[src/rtl/sixteen_bit_serial_adder.sv]
// Digit-serial signed adder: sum = a + b + ci, DIGIT bits per cycle, with signed overflow flag.
// Optional build macro SERIAL_ADD_SATURATE_EN clamps the result to the signed range on overflow.
module sixteen_bit_serial_adder #(
    parameter int WIDTH = 16,
    parameter int DIGIT = 4
) (
    input  logic             clk,
    input  logic             rst,
    input  logic             in_valid,
    output logic             in_ready,
    input  logic [WIDTH-1:0] a,
    input  logic [WIDTH-1:0] b,
    input  logic             ci,
    output logic             out_valid,
    input  logic             out_ready,
    output logic [WIDTH-1:0] sum,
    output logic             overflow,
    output logic             busy
);

    localparam int NDIG = WIDTH / DIGIT;
    localparam int CW   = $clog2(NDIG + 1);
    localparam logic [CW-1:0] LAST = CW'(NDIG - 1);

    if (WIDTH % DIGIT != 0) begin : g_digit_check
        $error("sixteen_bit_serial_adder: DIGIT must divide WIDTH");
    end

    typedef enum logic [1:0] {IDLE, RUN, DONE} state_t;

    state_t               state_q, state_d;
    logic [WIDTH-1:0]     a_sh_q, a_sh_d;
    logic [WIDTH-1:0]     b_sh_q, b_sh_d;
    logic                 carry_q, carry_d;
    logic                 a_msb_q, a_msb_d;
    logic                 b_msb_q, b_msb_d;
    logic [CW-1:0]        count_q, count_d;
    logic [WIDTH-1:0]     sum_q, sum_d;
    logic                 overflow_q, overflow_d;
    logic                 in_ready_q, in_ready_d;
    logic                 out_valid_q, out_valid_d;
    logic                 busy_q, busy_d;

    logic [DIGIT:0]       digit_sum;
    logic [WIDTH-1:0]     a_next;
    logic                 ov_raw;
    logic [WIDTH-1:0]     result;

    // Result digits enter a_sh from the top as operand digits leave the bottom,
    // so after the last digit cycle a_sh holds the complete wrapped sum.
    always_comb begin
        digit_sum = {1'b0, a_sh_q[DIGIT-1:0]} + {1'b0, b_sh_q[DIGIT-1:0]}
                  + (DIGIT+1)'(carry_q);
        a_next    = (a_sh_q >> DIGIT)
                  | (WIDTH'(digit_sum[DIGIT-1:0]) << (WIDTH - DIGIT));
        ov_raw    = (a_msb_q == b_msb_q) && (a_next[WIDTH-1] != a_msb_q);
        result    = a_next;
`ifdef SERIAL_ADD_SATURATE_EN
        if (ov_raw) begin
            result = a_msb_q ? {1'b1, {(WIDTH-1){1'b0}}} : {1'b0, {(WIDTH-1){1'b1}}};
        end
`endif
    end

    always_comb begin
        state_d     = state_q;
        a_sh_d      = a_sh_q;
        b_sh_d      = b_sh_q;
        carry_d     = carry_q;
        a_msb_d     = a_msb_q;
        b_msb_d     = b_msb_q;
        count_d     = count_q;
        sum_d       = sum_q;
        overflow_d  = overflow_q;
        in_ready_d  = in_ready_q;
        out_valid_d = out_valid_q;
        busy_d      = busy_q;

        case (state_q)
            IDLE: begin
                if (in_valid && in_ready_q) begin
                    a_sh_d     = a;
                    b_sh_d     = b;
                    carry_d    = ci;
                    a_msb_d    = a[WIDTH-1];
                    b_msb_d    = b[WIDTH-1];
                    count_d    = '0;
                    state_d    = RUN;
                    in_ready_d = 1'b0;
                    busy_d     = 1'b1;
                end
            end
            RUN: begin
                carry_d = digit_sum[DIGIT];
                a_sh_d  = a_next;
                b_sh_d  = b_sh_q >> DIGIT;
                count_d = count_q + CW'(1);
                // The final carry-out is dropped; overflow comes from the sign bits only.
                if (count_q == LAST) begin
                    state_d     = DONE;
                    busy_d      = 1'b0;
                    out_valid_d = 1'b1;
                    sum_d       = result;
                    overflow_d  = ov_raw;
                end
            end
            DONE: begin
                if (out_ready) begin
                    state_d     = IDLE;
                    out_valid_d = 1'b0;
                    in_ready_d  = 1'b1;
                end
            end
            default: begin
                state_d     = IDLE;
                in_ready_d  = 1'b1;
                out_valid_d = 1'b0;
                busy_d      = 1'b0;
            end
        endcase
    end

    always_ff @(posedge clk or posedge rst) begin
        if (rst) begin
            state_q     <= IDLE;
            a_sh_q      <= '0;
            b_sh_q      <= '0;
            carry_q     <= 1'b0;
            a_msb_q     <= 1'b0;
            b_msb_q     <= 1'b0;
            count_q     <= '0;
            sum_q       <= '0;
            overflow_q  <= 1'b0;
            in_ready_q  <= 1'b1;
            out_valid_q <= 1'b0;
            busy_q      <= 1'b0;
        end else begin
            state_q     <= state_d;
            a_sh_q      <= a_sh_d;
            b_sh_q      <= b_sh_d;
            carry_q     <= carry_d;
            a_msb_q     <= a_msb_d;
            b_msb_q     <= b_msb_d;
            count_q     <= count_d;
            sum_q       <= sum_d;
            overflow_q  <= overflow_d;
            in_ready_q  <= in_ready_d;
            out_valid_q <= out_valid_d;
            busy_q      <= busy_d;
        end
    end

    assign in_ready  = in_ready_q;
    assign out_valid = out_valid_q;
    assign busy      = busy_q;
    assign sum       = sum_q;
    assign overflow  = overflow_q;

endmodule
[config.mk]
export PLATFORM = sky130hd
export DESIGN_NAME = sixteen_bit_serial_adder
export DESIGN_NICKNAME = d
export VERILOG_FILES = /design/src/rtl/sixteen_bit_serial_adder.sv
export SDC_FILE = /design/constraint.sdc
export NUM_CORES = 1
export LEC_CHECK = 0
export CAP_MARGIN = 25
export CORE_MARGIN = 5
export CORE_UTILIZATION = 46
export CTS_CLUSTER_SIZE = 40
export DETAILED_ROUTE_END_ITERATION = 6
export PLACE_DENSITY = 0.76
export SLEW_MARGIN = 15
export SYNTH_ARGS = -nofsm -noshare
export SYNTH_HDL_FRONTEND = slang
export SYNTH_SLANG_ARGS = --single-unit
export TNS_END_PERCENT = 30
[constraint.sdc]
create_clock -name clk -period 1.85 [get_ports clk]
set_input_delay 0.37 -clock clk [delete_from_list [all_inputs] [get_ports clk]]
set_output_delay 0.37 -clock clk [all_outputs]
set_load 0.1 [all_outputs]
==> impl_summary.txt <==
----------------------------------------------------
[Status]
  Outcome ... completed

[Final layout]
  Area added between synthesis and finish ... 38.83%
  Fin util ... 64.85%
  Antenna Diode Count ... 0
  Proportion of layout cells with a drive suffix above 1 ... 20.19%
  Net total in the final layout ... 352

[Setup path]
  Beginning of the critical path ... a_sh_q[0]
  Required arrival time at the worst endpoint ... 2070 ps
  Logic depth of the worst register-to-register path ... 5
  Reg2Reg Setup Slack ... 80 ps
  Start of the worst register-to-register path ... a_sh_q[0]
  Worst setup path category ... reg -> reg
  Data arrival time of the worst path ... 1990 ps
  Top fanout value on the critical path ... 2
  Startpoint type of the worst setup path ... register
  R2r endpoint ... a_sh_q[13]
  Setup crit end kind ... register

[Floorplanning]
  Area of the core region ... 5816 um^2
  Die outline width ... 86.85 um
  Count of standard-cell rows ... 28
  Initial cell density of the core ... 46.71%
  Ports placed on the boundary ... 57
  Die ar. ... 7542 um^2
  Height of the die ... 86.85 um

[Synthesis]
  Synthesis warning total ... 0
  Distinct cell type count after synthesis ... 38
  Async SR Flop Fraction ... 100.0%
  Number of standard cells after synthesis ... 248
  Cell types with the largest area share after synthesis ... sky130_fd_sc_hd__dfrtp_1 54%, sky130_fd_sc_hd__mux2i_1 7.4%, sky130_fd_sc_hd__nand2_1 6.2%
  Primary FF master, synth ... sky130_fd_sc_hd__dfrtp_1
  Fraction of the yosys area taken by sequential cells ... 55.32%
  Number of synthesized flops with an enable pin ... 0
  Post-synth top area cell ... sky130_fd_sc_hd__dfrtp_1
  Synth Register Bits ... 60
  Fraction of post-synthesis cell area in the top cell type by area ... 54.35%
  Cell area after synthesis ... 2716 um^2
  Net count after synthesis ... 292
  Mean instance size in the synthesized netlist ... 10.95 um^2

[Drt]
  Via count normalized by instance count ... 5.217
  Post-route ant nets ... 0
  Number of DRC markers after the initial detailed-route iteration ... 117
  Average wire per standard cell ... 15.07 um
  DRT Pass-1 Iters ... 4
  Post-route DRC ... 0
  Total via count after detailed routing ... 2019
  Post-detailed-routing wire length ... 5833 um

[Global route]
  Overflow after GRT ... 0
  Number of antenna violations at the first check in global routing ... 0
  First-pass GRT wire length ... 9756 um
  Largest net degree at the start of global routing ... 61
  Via count of the first global-routing pass ... 2070
  Global Route Usage Sum ... 17.27%

[Timing]
  Slew of the pin with the lowest slew margin ... 543.4 ps
  Number of setup violations in the final report ... 0
  Clk_skew ... 6.520 ps
  Slew headroom ... 63.77%
  Count of final hold-check violations ... 0
  Share of the cycle needed by the critical path after routing ... 95.62%
  Final min period ... 1769 ps
  Final worst slack ... 81.04 ps
  Max Fclk ... 565.3 MHz
  Final Slew Violations ... 0

[Clock network]
  TritonCTS clock tree ... yes
  Hold-fix buffers at CTS ... 0
  Clock latency of the later-clocked register in the worst-skew pair ... 340 ps
  Number of levels the H-tree was split into ... 3
  Number of clock sinks ... 60
  Buffer depth of the longest clock path ... 2
  Clock transition at the register clock pins on the worst setup and hold paths after CTS ... 60 ps
  Clock buffer count from CTS ... 9
  CTS root buf ... sky130_fd_sc_hd__clkbuf_8
  Count of buffers added by post-CTS timing repair for setup ... 0

[Place]
  Port buffer count ... 56
  Post-detailed-placement half-perimeter wirelength ... 4214 um
  Final RePlAce weighted congestion ... 0.8730
  DP Worst Slack ... -21.27 ps

[Power]
  Static power due to leakage ... 1.633 nW
  Cell area power density ... 1857 nW/um^2
  Worst ir drop on vdd ... 0.001195 V

[Hold path]
  Type of the most critical hold path ... in -> async

[Job]
  Maximum capacitance violations ... 0

----------------------------------------------------
## layout make-up
type	instances	area (um^2)
clock buffers	14	182.7
flip-flops and latches	60	1503
well taps	75	93.84
fillers	469	2044
clock inverters	1	5.005
repair buffers	63	850.8
inverters	8	33.78
multi-input cells	166	1102
## metrics by stage
stage          hold WS, ps  TNS (ps)  instances  instance area [um^2]  power, mW
6_report             460.8         0        387                  3771      7.004
5_1_grt              492.9    -8.404        387                  3771      7.409
4_1_cts              470.6         0        387                  3761      7.028
3_5_place_dp         473.3    -21.27        372                  3571      5.909
3_3_place_gp         466.4         0        372                  3571      5.805
2_1_floorplan        442.1         0        248                  2720      4.578
## cell families (layout without fill, tap and decap cells)
group | count (synthesis) | count (layout) | share of synthesized area (%)
and+or+nand+nor | 67 | 67 | 10.73
DFF | 60 | 60 | 55.32
AOI/OAI and AO/OA | 56 | 56 | 11.79
muxes | 34 | 34 | 13.17
buffers and inverters | 22 | 86 | 4.560
adders and majority gates | 7 | 7 | 3.777
xor gates and xnor gates | 2 | 2 | 0.6450
## cell usage after synthesis (2+ instances only)
library cell               number
sky130_fd_sc_hd__fa_1           2
sky130_fd_sc_hd__ha_1           5
sky130_fd_sc_hd__dfrtp_1       59
sky130_fd_sc_hd__buf_2          3
sky130_fd_sc_hd__nand2_1       45
sky130_fd_sc_hd__mux2_2        14
sky130_fd_sc_hd__nor2_1        12
sky130_fd_sc_hd__mux2i_1       20
sky130_fd_sc_hd__inv_1          8
sky130_fd_sc_hd__o21ai_0       32
sky130_fd_sc_hd__clkbuf_1       6
sky130_fd_sc_hd__o21ai_1        6
sky130_fd_sc_hd__a221o_1        3
sky130_fd_sc_hd__buf_6          3
sky130_fd_sc_hd__a21oi_1        6
sky130_fd_sc_hd__a22oi_1        2
## sequential cells by signal, indices dropped and copies added, names as in the netlist
| register | count |
|---|---|
| state_q | 2 |
| out_valid | 1 |
| overflow | 1 |
| sum | 16 |
| busy | 1 |
| count_q | 3 |
| in_ready | 1 |
| b_sh_q | 16 |
| a_sh_q | 16 |
| b_msb_q | 1 |
| a_msb_q | 1 |
| carry_q | 1 |
## how the worst max path moves through the flow
stage / end / slack (ps) / depth (start not counted)
finish: a_sh_q[13] / 80 / 5
global route: a_sh_q[14] / -8 / 6
CTS: a_sh_q[13] / 10 / 5
detailed placement: a_sh_q[14] / -20 / 6
global placement: a_sh_q[14] / 30 / 6
floorplan: b_sh_q[3] / 30 / 5
## where the power goes
| group | total [mW] | leakage, nW | internal, mW | switching [mW] |
|---|---|---|---|---|
| combinational | 3.58 | 0.750 | 1.37 | 2.21 |
| sequential | 2.33 | 0.784 | 1.87 | 0.456 |
| clock | 1.10 | 0.0986 | 0.623 | 0.475 |
| total | 7.00 | 1.63 | 3.87 | 3.14 |
## cells in the final DEF (no fill, tap or decap), drive strengths merged, types with 2 or more instances in the layout
master / netlist / routed
dfrtp: 59 / 59
nand2: 46 / 46
o21ai: 38 / 38
clkdlybuf4s50: 0 / 36
buf: 8 / 27
mux2i: 20 / 20
mux2: 14 / 14
clkbuf: 6 / 14
nor2: 13 / 13
inv: 8 / 7
a21oi: 6 / 6
ha: 5 / 5
a221o: 3 / 3
a22oi: 2 / 2
fa: 2 / 2
## layer usage
metal  vias to the layer above  GRT usage (%)  part of all wire (%)
li1                        970              -                     -
met1                       970          21.52                    43
met2                        67          26.85                    49
met3                        12          5.608                   5.8
met4                         0          8.782                   1.8
met5                         -              0                     0
## worst max-delay path: stages (launching register included)
cell and delay, ps:
sky130_fd_sc_hd__dfrtp_1 330, sky130_fd_sc_hd__inv_1 70, sky130_fd_sc_hd__fa_2 400, sky130_fd_sc_hd__fa_2 540
sky130_fd_sc_hd__nor2_1 50, sky130_fd_sc_hd__a221o_1 270
## timing repair
item,4_1_cts,5_1_grt
resized for setup,1,2
endpoints found under the setup margin,1,2
endpoints found under the hold margin,0,0
gates cloned,0,0
No activity file was read; power rests on OpenSTA's default activity.
